--- src/rtl/ctr_run_scheduler.sv ---
// ctr_run_scheduler: round-robin arbiter that runs one external counter job at a time and reports its cycle count
// Ports:
//   clk, reset_l            clock and asynchronous active-low reset
//   req_valid/req_max       per-requester run request and counter target
//   req_ready               one-hot accept for the round-robin winner (IDLE only)
//   cnt_reset_l/cnt_max     synchronous clear and target driven to the counter
//   cnt_done                counter reached target (looked at only while running)
//   cmp_valid/cmp_ready     completion handshake carrying cmp_id, cmp_cycles, cmp_timeout
//   busy                    high whenever a job is in progress or awaiting report
module ctr_run_scheduler #(
    parameter int MAX_WIDTH  = 32,
    parameter int NUM_REQ    = 4,
    parameter int CLR_CYCLES = 2,
    parameter int TIMEOUT    = 1000
) (
    input  logic                           clk,
    input  logic                           reset_l,
    input  logic [NUM_REQ-1:0]             req_valid,
    input  logic [NUM_REQ*MAX_WIDTH-1:0]   req_max,
    output logic [NUM_REQ-1:0]             req_ready,
    output logic                           cnt_reset_l,
    output logic [MAX_WIDTH-1:0]           cnt_max,
    input  logic                           cnt_done,
    output logic                           cmp_valid,
    input  logic                           cmp_ready,
    output logic [$clog2(NUM_REQ)-1:0]     cmp_id,
    output logic [MAX_WIDTH:0]             cmp_cycles,
    output logic                           cmp_timeout,
    output logic                           busy
);
    localparam int IW = $clog2(NUM_REQ);
    localparam int CW = $clog2(CLR_CYCLES) + 1;
    localparam logic [CW-1:0] CLR_LAST = CW'(CLR_CYCLES - 1);
    localparam logic [MAX_WIDTH:0] TO_LIM = (MAX_WIDTH + 1)'(TIMEOUT);

    typedef enum logic [1:0] {IDLE, CLEAR, RUN, REPORT} state_t;

    state_t               state_q, state_d;
    logic [IW-1:0]        last_q, last_d, id_q, id_d, win, idx;
    logic [MAX_WIDTH-1:0] max_q, max_d;
    logic [MAX_WIDTH:0]   cyc_q, cyc_d;
    logic [CW-1:0]        clr_q, clr_d;
    logic                 to_q, to_d, found;

    // search starts just after the previous winner so every requester gets a turn
    always_comb begin
        found = 1'b0;
        win   = '0;
        idx   = '0;
        for (int k = 1; k <= NUM_REQ; k++) begin
            idx = IW'((int'(last_q) + k) % NUM_REQ);
            if (!found && req_valid[idx]) begin
                found = 1'b1;
                win   = idx;
            end
        end
    end

    always_comb begin
        state_d = state_q;
        last_d  = last_q;
        id_d    = id_q;
        max_d   = max_q;
        cyc_d   = cyc_q;
        clr_d   = clr_q;
        to_d    = to_q;
        case (state_q)
            IDLE: if (found) begin
                state_d = CLEAR;
                last_d  = win;
                id_d    = win;
                max_d   = req_max[win*MAX_WIDTH +: MAX_WIDTH];
                clr_d   = '0;
            end
            CLEAR: begin
                clr_d = clr_q + 1'b1;
                cyc_d = (MAX_WIDTH + 1)'(1);
                to_d  = 1'b0;
                if (clr_q == CLR_LAST) state_d = RUN;
            end
            // done wins over the watchdog when both land on the same cycle
            RUN: if (cnt_done) state_d = REPORT;
                 else if (cyc_q == TO_LIM) begin
                     to_d    = 1'b1;
                     state_d = REPORT;
                 end else cyc_d = cyc_q + 1'b1;
            REPORT: if (cmp_ready) state_d = IDLE;
            default: state_d = IDLE;
        endcase
    end

    always_ff @(posedge clk or negedge reset_l) begin
        if (!reset_l) begin
            state_q <= IDLE;
            last_q  <= IW'(NUM_REQ - 1);
            id_q    <= '0;
            max_q   <= '0;
            cyc_q   <= '0;
            clr_q   <= '0;
            to_q    <= 1'b0;
        end else begin
            state_q <= state_d;
            last_q  <= last_d;
            id_q    <= id_d;
            max_q   <= max_d;
            cyc_q   <= cyc_d;
            clr_q   <= clr_d;
            to_q    <= to_d;
        end
    end

    // the grant is combinational, so it is masked while reset is asserted
    assign req_ready   = (state_q == IDLE && found && reset_l) ? NUM_REQ'(1) << win : '0;
    assign cnt_reset_l = state_q == RUN;
    assign cmp_valid   = state_q == REPORT;
    assign busy        = state_q != IDLE;
    assign cnt_max     = max_q;
    assign cmp_id      = id_q;
    assign cmp_cycles  = cyc_q;
    assign cmp_timeout = to_q;
endmodule

--- config.mk ---
export PLATFORM = sky130hd
export DESIGN_NAME = ctr_run_scheduler
export DESIGN_NICKNAME = d
export VERILOG_FILES = /design/src/rtl/ctr_run_scheduler.sv
export SDC_FILE = /design/constraint.sdc
export NUM_CORES = 1
export LEC_CHECK = 0
export BUFFER_PORTS_ARGS = -buffer_cell sky130_fd_sc_hd__buf_2
export CAP_MARGIN = 20
export CORE_UTILIZATION = 50
export DETAILED_ROUTE_END_ITERATION = 10
export PLACE_DENSITY = 0.95
export SYNTH_ARGS = -nofsm -noshare
export SYNTH_HDL_FRONTEND = slang
export SYNTH_SLANG_ARGS = --single-unit
export TNS_END_PERCENT = 100
--- constraint.sdc ---
create_clock -name clk -period 5.35 [get_ports clk]
set_input_delay 0.8025 -clock clk [delete_from_list [all_inputs] [get_ports clk]]
set_output_delay 0.8025 -clock clk [all_outputs]
set_load 0.01 [all_outputs]
==> results.txt <==
RR Startpoint - state_q[1]$_DFFE_PN0P_
Avg WL per Cell - 20.6 um
Mux contribution to synthesized area - 10.1%
Gpl congestion - 0.907
Startpoint Class - input pin
Share of post-route cells with drive strength above 1 - 42.3%
I/O Buffers - 210
Final worst path period share - 67.9%
Setup-failing EPs final - 0
Simple-Gate Fraction of Synth Area - 19.4%
Flop2flop setup slack - 2.42 ns
RSZ-0062 raised after global routing - no
Clock-pin slew on the worst setup and hold paths - 0.08 ns
Setup WS post-layout - 1.72 ns
Switch Pwr - 1.15 mW
Final max-slew violation count - 0
Yosys reg bits - 74
CP Class - in -> out
Cells after Synth - 454
Synth Area in Compound Gates - 19.5%
DRT iter0 DRCs - 419
Sw frac - 42.9%
Clk_lat worst skew - 0.36 ns
Routed vias/inst - 6.23
Worst r2r path cells - 7
Final hold vios - 0
Detail Route Antenna Nets - 0
WHS Endpoint - cmp_id[1]$_DFFE_PN0P_
Worst VDD drop - 238 uV
Die Area - 0.00930 mm2
Met2 Usage GRT - 55.6%
Net count after synthesis - 597
IO Count - 211
MaxCap Viol Count - 0
Buf/Inv on CP - 2
Drc violations - 0
Worst Path Required - 4.55 ns
Synth cell types - 55
Synth Cell Area - 0.00446 mm2
Cell Rows - 34
Post-CTS repair timing setup buffer count - 0
Measured slew at the worst slew-check pin - 1.02 ns
Clock sinks - 74
Register area share after synthesis - 41.6%
GRT Total Usage - 33.6%
CP arrival - 2.83 ns
CP Cell Sequence - buf_2, nor2b_1, o21ai_0, a31oi_4, and4_1, buf_2
Post-cts sizing count - 0
Die Ht - 96.4 um
Number of enable flip-flop cells after synthesis - 0
Clock buffer depth - 2
Worst-path maximum fanout - 33
Setup WS pre-CTS - 1.86 ns
GR peak layer - met2
Setup_tns - 0 ns
Number of global-route vias before repair - 4475
Commonest non-fill, non-tap cell in the layout - buf_2
FMAX - 275 MHz
CTS Buf Count - 9
CP endpoint kind - output port
Starting density of the core - 51.4%
Core footprint - 0.00868 mm2
Synth async-reset ratio - 100%
Nets - 794
Initial antenna violation count - 2
Max transition margin - 31.7%
Hold buffers post-CTS - 0
Vias - 4789
Status - finished clean
Dominant synthesized flop cell - dfrtp_1
Post-synthesis adder-cell area fraction - 1.96%
HP Start - cmp_id[1]$_DFFE_PN0P_
Worst Skew - 0.0198 ns
Most frequent cells in the layout - 210 x buf_2, 72 x dfrtp_1, 50 x nand2_1
Worst min-delay path class - reg -> reg
RR Endpoint - cmp_cycles[32]$_DFFE_PN0P_
Xor and xnor fraction of the mapped netlist area - 2.75%
Width of the die - 96.4 um
WHS Path Cells - 2
Synth warnings - 0
Synth-to-Final Area Change - 29.8%
PwrDens - 463 mW/mm2
First-pass GRT wire length - 23200 um
Internal power - 1.53 mW
Fin crit period - 3.63 ns
Largest family of logic cells by synthesized area - compound AO/OA/AOI/OAI gates
Most common cell on crit path - buf_2
M3 GR Usage - 10.6%
Slowest stage delay, CP - 0.89 ns
CTS Root Buffer Type - clkbuf_8
Largest net degree at the start of global routing - 79
Crit path max-delay family - compound AO/OA/AOI/OAI gates
Combinational group share of total power - 50.4%
Met1 GRT Util - 40.4%
Crit-path slowest cell - a31oi_4
Post-Syn Area per Cell - 9.82 um2
H-Tree Depth - 3
TritonCTS clock tree - yes
DRT Pass-1 Iters - 8
Clock power frac - 18.3%
Overflow left after global routing - 0
DRT Wirelength - 15800 um
Sequential group share of total power - 31.4%
Final HPWL DP - 11700 um
Leak - 2.89 nW
-- layer usage --
metal | share of wire (%) | wire [um] | vias to the layer above
li1 | - | - | 2140
met1 | 36 | 5650 | 2312
met2 | 51 | 8040 | 294
met3 | 9.9 | 1570 | 43
met4 | 3.5 | 555 | 0
met5 | 0 | 0 | -
-- power groups by stage --
stage / registers [mW] / clock network (mW) / logic, mW
after floorplan: 0.883 / 0 / 0.858
after global placement: 0.835 / 0 / 1.24
after detailed placement: 0.843 / 0 / 1.31
after CTS: 0.837 / 0.489 / 1.31
after global routing: 0.861 / 0.514 / 1.48
final: 0.841 / 0.489 / 1.35
-- Yosys cell counts (all sizes together) (2+ instances only) --
cell / count / area, um2
dfrtp: 72 / 1800
nand2: 50 / 188
o21ai: 48 / 240
mux2: 29 / 402
a222oi: 28 / 280
nor2: 24 / 90.1
a21oi: 18 / 90.1
buf: 17 / 118
nand3: 15 / 75.1
nand4: 14 / 118
xor2: 13 / 114
clkbuf: 12 / 45.0
inv: 12 / 45.0
and3: 9 / 58.8
nor4: 9 / 71.3
or3: 9 / 56.3
ha: 7 / 87.6
or4: 7 / 52.6
and4: 6 / 57.6
o22ai: 6 / 37.5
o31ai: 6 / 45.0
mux2i: 5 / 50.1
a221oi: 4 / 35.0
and2: 3 / 21.3
nand2b: 3 / 18.8
nor2b: 3 / 18.8
nor4b: 3 / 26.3
o211ai: 3 / 22.5
a31oi: 2 / 12.5
dfstp: 2 / 52.6
o31a: 2 / 18.8
-- stage by stage --
stage | util, % | power (mW) | area (um2) | cells | hold slack [ns]
floorplan | - | 1.74 | 4460 | 454 | 0.450
global route | 66.5 | 2.85 | 5770 | 763 | 0.526
global placement | 63.7 | 2.08 | 5530 | 746 | 0.459
finish | 66.7 | 2.68 | 5780 | 769 | 0.480
detailed placement | 63.8 | 2.15 | 5530 | 747 | 0.466
CTS | 66.2 | 2.64 | 5750 | 762 | 0.483
-- logic make-up after synthesis --
kind of cell	after synthesis
compound gates	127
xor+xnor	14
fa+ha+maj	7
buf+inv	41
flops	74
mux	34
simple gates	157
-- worst min-delay path, cell delays in order, from the launching register on --
cell and delay (ns):
dfrtp_1 0.34, nand2_1 0.04, o21ai_0 0.06
-- final cells by class --
| cell class | instances | area (um2) |
|---|---|---|
| tap | 108 | 135 |
| antenna | 6 | 15.0 |
| multi-input combinational | 339 | 2420 |
| fill | 698 | 2890 |
| sequential | 74 | 1850 |
| clock inverter | 6 | 92.6 |
| timing repair buffer | 215 | 1100 |
| clock buffer | 9 | 124 |
| inverter | 12 | 45.0 |
-- worst max-delay path by stage --
stage          slack, ns    startpoint  cells after the start            to
3_3_place_gp        1.98  req_valid[3]                      6  req_ready[1]
6_report            1.72  req_valid[3]                      6  req_ready[1]
5_1_grt             1.49  req_valid[3]                      6  req_ready[1]
4_1_cts             1.86  req_valid[3]                      6  req_ready[1]
2_1_floorplan       2.47  req_valid[2]                      6  req_ready[0]
3_5_place_dp        1.86  req_valid[3]                      6  req_ready[1]
-- state kept, by name (all words and copies together) (netlist names) --
name	cells
clr_q	2
cmp_cycles	33
cmp_timeout	1
cnt_max	32
state_q	2
cmp_id	2
last_q	2
Note: power is estimated with default switching activity, not from simulation.
